File: config.mk
export PLATFORM = sky130hd
export DESIGN_NAME = pattern_gen_param
export DESIGN_NICKNAME = d
export VERILOG_FILES = /design/src/rtl/pattern_gen_pkg.sv /design/src/rtl/pattern_lane.sv /design/src/rtl/pattern_gen_param.sv
export SDC_FILE = /design/constraint.sdc
export NUM_CORES = 1
export LEC_CHECK = 0
export CAP_MARGIN = 30
export CORE_MARGIN = 4
export CORE_UTILIZATION = 47
export CTS_CLUSTER_DIAMETER = 50
export DETAILED_ROUTE_END_ITERATION = 6
export GPL_ROUTABILITY_DRIVEN = 0
export PLACE_DENSITY = 0.74
export SLEW_MARGIN = 25
export SYNTH_ARGS = -nofsm -noshare
export SYNTH_HDL_FRONTEND = slang
export SYNTH_SLANG_ARGS = --single-unit
File: constraint.sdc
create_clock -name clk -period 9.65 [get_ports clk]
set_clock_uncertainty 0.2 [all_clocks]
set_input_delay 2.895 -clock clk [delete_from_list [all_inputs] [get_ports clk]]
set_output_delay 2.895 -clock clk [all_outputs]
set_load 0.1 [all_outputs]
File: src/rtl/pattern_gen_pkg.sv
// Shared types for the parametrised pattern generator: step modes, FSM states
// and default maximal-length tap masks (shift-left, feedback into bit 0).
package pattern_gen_pkg;

  typedef enum logic [1:0] {
    MODE_LFSR  = 2'd0,
    MODE_COUNT = 2'd1,
    MODE_WALK  = 2'd2,
    MODE_HOLD  = 2'd3
  } mode_e;

  typedef enum logic [1:0] {
    ST_IDLE = 2'd0,
    ST_RUN  = 2'd1,
    ST_DONE = 2'd2
  } state_e;

  localparam logic [2:0] TAPS_W3 = 3'b101;
  localparam logic [3:0] TAPS_W4 = 4'b1100;
  localparam logic [4:0] TAPS_W5 = 5'b10100;
  localparam logic [5:0] TAPS_W6 = 6'b110000;
  localparam logic [6:0] TAPS_W7 = 7'b1100000;
  localparam logic [7:0] TAPS_W8 = 8'b10111000;

endpackage

File: src/rtl/pattern_lane.sv
// One pattern lane: seed load with zero-seed sanitising plus the four step functions.
// State changes one cycle after load/step; holds otherwise.
module pattern_lane
  import pattern_gen_pkg::*;
#(
  parameter int            W    = 4,
  parameter logic [W-1:0]  TAPS = 4'b1100,
  parameter logic [W-1:0]  SEED = 4'd1
) (
  input  logic         clk,
  input  logic         reset_n,
  input  logic         load,
  input  logic [W-1:0] seed,
  input  logic         step,
  input  mode_e        mode,
  output logic [W-1:0] state
);

  // Reset comes up in LFSR mode, so a zero reset seed must be made non-zero too.
  localparam logic [W-1:0] SEED_SAFE = (SEED == '0) ? W'(1) : SEED;

  logic [W-1:0] seed_clean;
  logic [W-1:0] step_val;
  logic         feedback;

  // LFSR and walk both lock at zero; count and hold are fine with it.
  always_comb begin
    seed_clean = seed;
    if ((seed == '0) && ((mode == MODE_LFSR) || (mode == MODE_WALK)))
      seed_clean = W'(1);
  end

  assign feedback = ^(state & TAPS);

  always_comb begin
    step_val = state;
    case (mode)
      MODE_LFSR:  step_val = {state[W-2:0], feedback};
      MODE_COUNT: step_val = state + W'(1);
      MODE_WALK:  step_val = {state[W-2:0], state[W-1]};
      MODE_HOLD:  step_val = state;
      default:    step_val = state;
    endcase
  end

  always_ff @(posedge clk or negedge reset_n) begin
    if (!reset_n) begin
      state <= SEED_SAFE;
    end else if (load) begin
      state <= seed_clean;
    end else if (step) begin
      state <= step_val;
    end
  end

endmodule

File: src/rtl/pattern_gen_param.sv
// Three-lane stimulus source with start/abort/done control and a valid/ready output.
// start -> first valid 1 cycle; lanes and pat_idx advance only on out_valid&&out_ready.
module pattern_gen_param
  import pattern_gen_pkg::*;
#(
  parameter int                A_W      = 4,
  parameter int                B_W      = 4,
  parameter int                SEL_W    = 3,
  parameter logic [A_W-1:0]    TAPS_A   = 4'b1100,
  parameter logic [B_W-1:0]    TAPS_B   = 4'b1100,
  parameter logic [SEL_W-1:0]  TAPS_SEL = 3'b101,
  parameter logic [A_W-1:0]    SEED_A   = 4'd1,
  parameter logic [B_W-1:0]    SEED_B   = 4'd2,
  parameter logic [SEL_W-1:0]  SEED_SEL = 3'd1,
  parameter int                CNT_W    = 16
) (
  input  logic             clk,
  input  logic             reset_n,
  input  logic [1:0]       cfg_mode,
  input  logic             seed_load,
  input  logic [A_W-1:0]   seed_a,
  input  logic [B_W-1:0]   seed_b,
  input  logic [SEL_W-1:0] seed_sel,
  input  logic [CNT_W-1:0] num_patterns,
  input  logic             start,
  input  logic             abort,
  input  logic             out_ready,
  output logic             out_valid,
  output logic [A_W-1:0]   A,
  output logic [B_W-1:0]   B,
  output logic [SEL_W-1:0] SEL,
  output logic [CNT_W-1:0] pat_idx,
  output logic             busy,
  output logic             done
);

  state_e           state;
  mode_e            mode_q;
  logic [CNT_W-1:0] count_q;
  logic [CNT_W-1:0] idx_next;
  logic             handshake;
  logic             lane_load;
  mode_e            lane_mode;

  // out_valid is only ever high in RUN, so the handshake alone gates stepping.
  assign handshake = out_valid && out_ready;
  assign lane_load = (state == ST_IDLE) && seed_load;
  assign idx_next  = pat_idx + CNT_W'(1);

  // Sanitising follows the mode about to be used; stepping follows the latched one.
  assign lane_mode = lane_load ? mode_e'(cfg_mode) : mode_q;

  pattern_lane #(.W(A_W), .TAPS(TAPS_A), .SEED(SEED_A)) u_lane_a (
    .clk     (clk),
    .reset_n (reset_n),
    .load    (lane_load),
    .seed    (seed_a),
    .step    (handshake),
    .mode    (lane_mode),
    .state   (A)
  );

  pattern_lane #(.W(B_W), .TAPS(TAPS_B), .SEED(SEED_B)) u_lane_b (
    .clk     (clk),
    .reset_n (reset_n),
    .load    (lane_load),
    .seed    (seed_b),
    .step    (handshake),
    .mode    (lane_mode),
    .state   (B)
  );

  pattern_lane #(.W(SEL_W), .TAPS(TAPS_SEL), .SEED(SEED_SEL)) u_lane_sel (
    .clk     (clk),
    .reset_n (reset_n),
    .load    (lane_load),
    .seed    (seed_sel),
    .step    (handshake),
    .mode    (lane_mode),
    .state   (SEL)
  );

  always_ff @(posedge clk or negedge reset_n) begin
    if (!reset_n) begin
      state     <= ST_IDLE;
      mode_q    <= MODE_LFSR;
      count_q   <= '0;
      pat_idx   <= '0;
      out_valid <= 1'b0;
      busy      <= 1'b0;
      done      <= 1'b0;
    end else begin
      case (state)
        ST_IDLE: begin
          done <= 1'b0;
          if (start) begin
            mode_q    <= mode_e'(cfg_mode);
            count_q   <= num_patterns;
            pat_idx   <= '0;
            out_valid <= 1'b1;
            busy      <= 1'b1;
            state     <= ST_RUN;
          end
        end
        ST_RUN: begin
          if (handshake)
            pat_idx <= idx_next;
          // Abort wins over a completing handshake: the run ends without done.
          if (abort) begin
            out_valid <= 1'b0;
            busy      <= 1'b0;
            state     <= ST_IDLE;
          end else if (handshake && (count_q != '0) && (idx_next == count_q)) begin
            out_valid <= 1'b0;
            busy      <= 1'b0;
            done      <= 1'b1;
            state     <= ST_DONE;
          end
        end
        ST_DONE: begin
          done  <= 1'b0;
          state <= ST_IDLE;
        end
        default: begin
          out_valid <= 1'b0;
          busy      <= 1'b0;
          done      <= 1'b0;
          state     <= ST_IDLE;
        end
      endcase
    end
  end

endmodule

=== Word level (Yosys, flattened, before mapping) ===
Cells that the tools add are included.

* Add/sub/neg operators: 4
* Eq/ne operators: 12
* Multiplexer cells: 27
* Bitwise operators: 1
* Reduce and logical (&&, ||, !) cells: 25

{| class="wikitable"
|+ Operator list
! cell !! count
|-
| 2-to-1 mux 16 bit || 2
|-
| case mux 16 bit (2 select lines) || 1
|-
| 2-to-1 mux 4 bit || 6
|-
| case mux 4 bit (3 select lines) || 2
|-
| adder 16 x 1 -> 16 bit (second input constant) || 1
|-
| == test 16 bit || 1
|-
| nonzero test 16 bit || 1
|-
| inequality test 2 bit (second input constant) || 5
|-
| 2-to-1 mux 3 bit || 3
|-
| case mux 3 bit (3 select lines) || 1
|-
| adder 4 x 1 -> 4 bit (second input constant) || 2
|-
| zero test 4 bit || 2
|-
| 2-to-1 mux 2 bit || 4
|-
| AND reduction 2 bit || 4
|-
| XOR reduction 4 bit || 2
|-
| logical AND 1 bit || 7
|-
| == test 2 bit (second input constant) || 3
|-
| 2-to-1 mux 1 bit || 6
|-
| AND reduction 3 bit || 2
|-
| == test 2 x 1 -> 1 bit (second input constant) || 2
|-
| zero test 2 bit || 2
|-
| case mux 2 bit (2 select lines) || 1
|-
| nonzero test 2 bit || 2
|-
| adder 3 x 1 -> 3 bit (second input constant) || 1
|-
| 6 further kinds || 6
|}

* Register bits: 49
* Output and inout port bits: 30
* Word-level logic and storage cells: 78

=== Depth between registers and ports, before layout ===
Gate-level depths: netlist of the first run.

* Word-level depth: 8
* Mapped depth: 13
* Mapped depth without buffers: 10

=== Hierarchy ===
From an unflattened synthesis of the first run, not the netlist that was laid out.

* Cells, all modules: 337
* Area, all modules: 3308.2 µm²

{| class="wikitable"
|+ By module, submodules not included
! module !! instances !! cells each !! area an instance (µm²)
|-
| pattern_gen_param || 1 || 222 || 2275.9
|-
| pattern_lane at u_lane_a ... || 2 || 41 || 365.4
|-
| pattern_lane at u_lane_sel || 1 || 33 || 301.5
|}

=== Worst setup path before layout of the first run ===
Ideal clock, no wire load.

* Path type: input to register
* Start: input seed_load
* End: register u_lane_b.state[3]
* Data arrival time: 5.115 ns
* Required time: 9.367 ns
* Path slack: 4.252 ns
* Cell stages on the path: 12
* Path through: and2_1 -> clkbuf_1 -> clkbuf_1 -> mux2i_1 -> ha_1 -> nor2b_1 -> clkbuf_1 -> and4b_1 -> o21ai_0 -> a21oi_1 -> a21oi_1 -> o21ai_0

* Longest elaborated chain between the ends: 7

{| class="wikitable"
|+ RTL lines
! item !! line !! RTL
|-
| start, declared || pattern_gen_param.sv:20 || <nowiki>input logic seed_load,</nowiki>
|-
| logical AND 1 bit (*) || pattern_gen_param.sv:47 || <nowiki>assign lane_load = (state == ST_IDLE) && seed_load;</nowiki>
|-
| branches (longest 6 deep; another with case mux 4 bit (3 select lines)) || -- ||
|-
| end signal, assigned || pattern_lane.sv:50 || <nowiki>state <= seed_clean;</nowiki>
|-
| end signal, assigned || pattern_lane.sv:52 || <nowiki>state <= step_val;</nowiki>
|-
| end, declared || pattern_lane.sv:16 || <nowiki>output logic [W-1:0] state</nowiki>
|}

Every way passes the cells marked *. The select of a mux whose other input is x is not followed.
A chain may end at the register's enable or synchronous reset.

=== Worst setup path after layout of the first run ===
* Start: input seed_load
* End: register u_lane_a.state[3]

* Longest elaborated chain between the ends: 7

{| class="wikitable"
|+ RTL lines
! item !! line
|-
| logical AND 1 bit (*) || pattern_gen_param.sv:47
|-
| branches (longest 6 deep; another with case mux 4 bit (3 select lines)) || --
|-
| end signal, assigned || pattern_lane.sv:50
|-
| end signal, assigned || pattern_lane.sv:52
|-
| end, declared || pattern_lane.sv:16
|}

Marks and branches as above.

==> metrics, run 1 <==
first-pass iteration count of the detailed router 4; share of the synthesized area in the top cell type 37.83%; Core ar. 6314 um2; CP cell instances clkdlybuf4s50_1 -> and2_1 -> mux2_2 -> ha_1 -> nor2b_1 -> and4b_1 -> o21ai_0 -> a21oi_1 -> a21oi_1 -> o21ai_0; met1 GRT Util about a quarter; DR WL/cell 16.82 um; most common cell in the synthesized netlist dfrtp_1; via count 2776; post-cts resize count 0; Slew Limit Headroom 33.65%; worst slew pin tran roughly 0.99 ns; cell row count 29; most used routing layer in global routing met2; final hold violations 0; final slew viol count 0; P per Cell Area roughly 250 nW/um2; CTS Buffer Depth 2; antenna viol nets, final 0; pre-CTS setup slack 3.364 ns; CP Capture Type register; Total GRT Usage just over 20%; clock latency on the worst-skew pair approximately 0.31 ns; fmax 166.4 MHz; first-pass GRT wire length 12790 um; post-synth cell types 53; Pleak 1.504 nW; # IOs 65; Avg Inst Size Synth 9.306 um2; setup ws final 3.642 ns; fin crit period between 6 and 7 ns; Post CTS Setup Buffer Count 0; Startpoint Class primary input; largest net degree at the start of global routing 50; initial antenna violation count 0; Worst VDD drop 0.3324 mV; top cells by area, synth dfrtp_1 38%, mux2_2 7.8%, o21ai_0 6.9%; Max-cap violations 0; met3 usage approximately 5%; Tcrit/Tclk final 62.26%; largest area contributor in the netlist dfrtp_1; die extent in x 88.47 um; RSZ-0062 raised after global routing no; CP required between 9 and 10 ns; syn nets 369; hold_buf cts 0; nets between 400 and 500; Die ar. 7826 um2; layout cells sized above 1 11.43%; Critical Path Fanout Max 18; worst min path class reg -> reg; asr flop ratio synth between 90% and 100%; DRT Wirelength 7771 um; outcome complete, no violations; Synth Warn # 0; Finished Core Util between 60% and 70%; CP peak stage delay 0.58 ns; Root Driver clkbuf_8; synthesized cell area approximately 3000 um2; Layout area overhead 26.44%; crit path max-delay cell type nor2b_1; via-per-instance ratio 6.009; Port Buffers 64; number of global-route vias before repair 2708; cell count after synthesis 327; met2 usage 35.21%; n_diodes 0; drt drc 0; Synth Register Bits 49; Post-synth top flop dfrtp_1; CP Class in -> reg; final setup fails 0; Detailed Place HPWL 5543 um; Seq/Total Area, Yosys 40.42%; TritonCTS clock tree built; Post-synth top cells 46 x dfrtp_1, 42 x o21ai_0, 28 x nand2_1; EDFF count, synth 0; arrival time worst endpoint 6.04 ns; CTS H-Tree Depth 2; Initial Utilization 48.20%; total gr overflow 0; clock sink total 49; Iteration-0 DRC Markers 135; die height 88.47 um; Clock transition at path regs 0.10 ns; Setup TNS Final 0 ns; CTS Buf Count 5
[placed cells by master (no fill, tap or decap), types with 5 or more instances in the layout]
cell type / synthesis / layout
xnor2_1: 18 / 18
nand2_1: 28 / 28
a221o_1: 6 / 6
o21ai_0: 42 / 42
nor3_1: 5 / 5
xor2_1: 8 / 8
clkdlybuf4s50_1: 0 / 63
nand4_1: 6 / 6
nor2_1: 25 / 25
ha_1: 7 / 7
mux2_2: 21 / 21
inv_1: 9 / 9
a21oi_1: 17 / 17
dfrtp_1: 46 / 46
nand3_1: 11 / 11
clkbuf_8: 0 / 6
nor4_1: 9 / 9
[cell type report]
class | count | area, um2
fillers | 552 | 2466
clock inverters | 2 | 37.54
well taps | 77 | 96.34
repair buffers | 66 | 653.1
clock buffers | 6 | 82.58
flip-flops and latches | 49 | 1230
inverters | 9 | 33.78
multi-input cells | 253 | 1714
[routing by layer]
metal  wire [um]  up-vias
li1            -     1312
met1        3233     1327
met2        3788      121
met3         603       16
met4         146        0
met5           0        -
[cell families (layout without fill, tap and decap cells)]
| logic type | after synthesis | count (layout) | synth area share (%) |
|---|---|---|---|
| DFF | 49 | 49 | 40.42 |
| xor gates and xnor gates | 26 | 26 | 7.484 |
| adders and majority gates | 7 | 7 | 2.878 |
| buffers and inverters | 25 | 83 | 3.413 |
| AOI/OAI and AO/OA | 89 | 89 | 17.76 |
| and+or+nand+nor | 109 | 109 | 19.94 |
| muxes | 22 | 22 | 8.100 |
[metrics by stage]
stage / area [um2] / hold slack, ns / total power [mW] / std cells
4_1_cts: 3840 / 0.3190 / 0.9744 / 461
3_3_place_gp: 3717 / 0.2920 / 0.8045 / 453
3_5_place_dp: 3720 / 0.2960 / 0.8157 / 453
2_1_floorplan: 3043 / 0.2767 / 0.6907 / 327
6_report: 3847 / 0.3162 / 0.9720 / 462
5_1_grt: 3847 / 0.3462 / 1.023 / 462
[final timing paths]
check / start / end / slack, ns / depth (start not counted)
max in group asynchronous: reset_n / pat_idx[15]$_DFFE_PN0P_ / 6.42 / 1
hold reg to reg: mode_q[0]$_DFFE_PN0P_ / mode_q[0]$_DFFE_PN0P_ / 0.32 / 1
min in group asynchronous: reset_n / state[1]$_DFFE_PN0P_ / 2.39 / 1
setup reg to reg: state[0]$_DFFE_PN0P_ / u_lane_a.state[3]$_DFFE_PN0P_ / 6.08 / 10
setup / recovery: seed_load / u_lane_a.state[3]$_DFFE_PN0P_ / 3.64 / 10
hold / removal: mode_q[0]$_DFFE_PN0P_ / mode_q[0]$_DFFE_PN0P_ / 0.32 / 1
[power breakdown]
group / switching (mW) / internal (mW) / total [mW]
clock: 0.0737 / 0.0844 / 0.158
sequential: 0.0712 / 0.254 / 0.325
combinational: 0.329 / 0.159 / 0.489
[flip-flops by register name, summed over array words and instances (netlist names)]
| name | count |
|---|---|
| count_q | 16 |
| pat_idx | 16 |
| u_lane_a.state | 4 |
| u_lane_b.state | 4 |
| u_lane_sel.state | 3 |
| mode_q | 2 |
| state | 2 |
| busy | 1 |
| done | 1 |
[critical path, delay by kind of cell]
| family | cells | cell delay, ns |
|---|---|---|
| buf+inv | 1 | 0.47 |
| simple gates | 3 | 1.39 |
| fa+ha+maj | 1 | 0.39 |
| mux | 1 | 0.44 |
| compound gates | 4 | 0.45 |
(Power assumes the default switching activity.)
==> inputs of run 2 (changes only) <==
==> constraint.sdc (replaced) <==
create_clock -name clk -period 6.3 [get_ports clk]
set_clock_uncertainty 0.2 [all_clocks]
set_input_delay 1.89 -clock clk [delete_from_list [all_inputs] [get_ports clk]]
set_output_delay 1.89 -clock clk [all_outputs]
set_load 0.1 [all_outputs]
==> run 2 against run 1 <==
  * Clock-buffer cell count is 1 lower
  * Core utilization is 0.079 points higher
  * Non-clock buffer count is 1 higher
  * Critical path depth is 1 higher
  * Die area stayed put
  * Hold slack hardly changed
  * Total power is 53% higher
  * Final cell count is 0.22% higher
==> metrics, run 2 (same netlist as run 1, synthesis figures left out) <==
Setup TNS Final 0 ns; Core ar. 6314 um2; Tcrit/Tclk final 75.21%; clock share of power 15.9%; via count 2790; die extent in x 88.47 um; Root Driver clkbuf_8; number of global-route vias before repair 2769; WHS Path Cells 1; final hold violations 0; layout cells sized above 1 11.92%; arrival time worst endpoint 4.78 ns; antenna viol nets, final 0; clock sink total approximately 50; nets 427; worst hold start mode_q[1]$_DFFE_PN0P_; # IOs 65; cell row count 29; via-per-instance ratio ~6; CTS Buf Count 5; final setup fails 0; Clock transition at path regs 0.10 ns; final slew viol count 0; most frequent cells in the layout 63 x clkdlybuf4s50_1, 46 x dfrtp_1, 42 x o21ai_0; initial antenna violation count 0; hold_buf cts 0; worst slew pin tran 1.009 ns; Total GRT Usage 21.11%; Die ar. a little under 8000 um2; pre-CTS setup slack 1.285 ns; Reg-to-Reg Start state[0]$_DFFE_PN0P_; Pleak 1.507 nW; first-pass GRT wire length 13000 um; total gr overflow 0; CP Capture Type register; RSZ-0062 raised after global routing no; CTS H-Tree Depth 2; Logic pwr share roughly half; worst min path class reg -> reg; drt drc 0; Iteration-0 DRC Markers 171; CP cell instances clkdlybuf4s50_1 -> and2_1 -> buf_4 -> mux2_2 -> ha_1 -> nor2b_1 -> and4b_1 -> o21ai_0 -> a21oi_1 -> a21oi_1 -> o21ai_0; Detailed Place HPWL 5622 um; Layout area overhead 26.60%; setup ws final approximately 1.6 ns; FF-to-FF End u_lane_a.state[3]$_DFFE_PN0P_; Post CTS Setup Buffer Count 0; biggest regs count_q (16), pat_idx (16); Worst VDD drop 0.4175 mV; net switching power 732.9 uW; crit path launch seed_load; Port Buffers 64; Int Power 753.7 uW; first-pass iteration count of the detailed router 5; cell count of the worst reg-to-reg path 11; CP peak stage delay 0.59 ns; Startpoint Class primary input; fin crit period 4.738 ns; Max-cap violations 0; DR WL/cell 16.98 um; CTS Buffer Depth 2; largest net degree at the start of global routing 50; Slew Limit Headroom between 30% and 40%; CP required 6.34 ns; crit path max-delay cell type nor2b_1; Initial Utilization 48.20%; switch share 49.30%; Seq pwr share 33.6%; CP Class in -> reg; outcome complete, no violations; fmax 211.0 MHz; n_diodes 0; P per Cell Area about 390 nW/um2; R2R Setup Slk around 3.0 ns; post-cts resize count 0; clock latency on the worst-skew pair a little over 0.3 ns; Critical Path Fanout Max 18; leading cell type in the layout, fill and taps excluded clkdlybuf4s50_1; die height 88.47 um; DRT Wirelength 7863 um; TritonCTS clock tree built; sink of the worst hold path mode_q[1]$_DFFE_PN0P_
==> run 2: cell count changes in the layout (fill, tap and decap cells not counted), sizes merged <==
cell / previous run / this run
buf: 3 / 4
clkbuf: 6 / 5
clkinv: 0 / 1
==> run 2: power by group through the flow <==
stage	clock network (mW)	registers [mW]	logic [mW]
after floorplan	0	0.769	0.289
after global placement	0	0.499	0.735
after detailed placement	0	0.503	0.748
after CTS	0.239	0.497	0.751
after global routing	0.256	0.514	0.801
final	0.236	0.499	0.752
==> run 2: how the worst max path moves through the flow <==
stage	to	slack [ns]	depth (start not counted)
detailed placement	u_lane_a.state[3]$_DFFE_PN0P_	1.29	11
global route	u_lane_a.state[3]$_DFFE_PN0P_	1.30	11
floorplan	u_lane_b.state[3]$_DFFE_PN0P_	1.91	12
global placement	u_lane_a.state[3]$_DFFE_PN0P_	1.35	11
CTS	u_lane_a.state[3]$_DFFE_PN0P_	1.60	11
finish	u_lane_a.state[3]$_DFFE_PN0P_	1.56	11
==> run 2: metrics by stage <==
stage	instance area (um2)	hold WS [ns]	instances	utilization (%)	total power [mW]
4_1_cts	3850	0.3194	463	60.98	1.486
2_1_floorplan	3043	0.2767	327	-	1.058
3_5_place_dp	3735	0.2959	455	59.16	1.252
5_1_grt	3852	0.3361	463	61.02	1.570
6_report	3852	0.3163	463	61.02	1.487
3_3_place_gp	3732	0.2912	455	59.12	1.235
==> run 2: cell type report <==
type                    count  area (um2)
well taps                  77       96.34
multi-input cells         253        1717
repair buffers             67       660.6
inverters                   9       33.78
fillers                   553        2461
flip-flops and latches     49        1230
clock inverters             3       46.29
clock buffers               5       68.82
==> run 2: metal layers <==
layer | up-vias | share of wire [%] | GRT usage, % | wire, um
met5 | - | 0 | 0 | 0
met4 | 0 | 1.8 | 7.143 | 140
met3 | 16 | 6.0 | 4.097 | 474
met2 | 105 | 49 | 35.15 | 3823
met1 | 1351 | 44 | 27.59 | 3425
li1 | 1318 | - | - | -
==> run 2: critical path, delay by kind of cell <==
kind                     cells  cell delay, ns
AND/OR/NAND/NOR              3            1.00
multiplexers                 1            0.40
AO/OA/AOI/OAI                4            0.40
adder cells (fa/ha/maj)      1            0.39
buffers and inverters        2            0.69
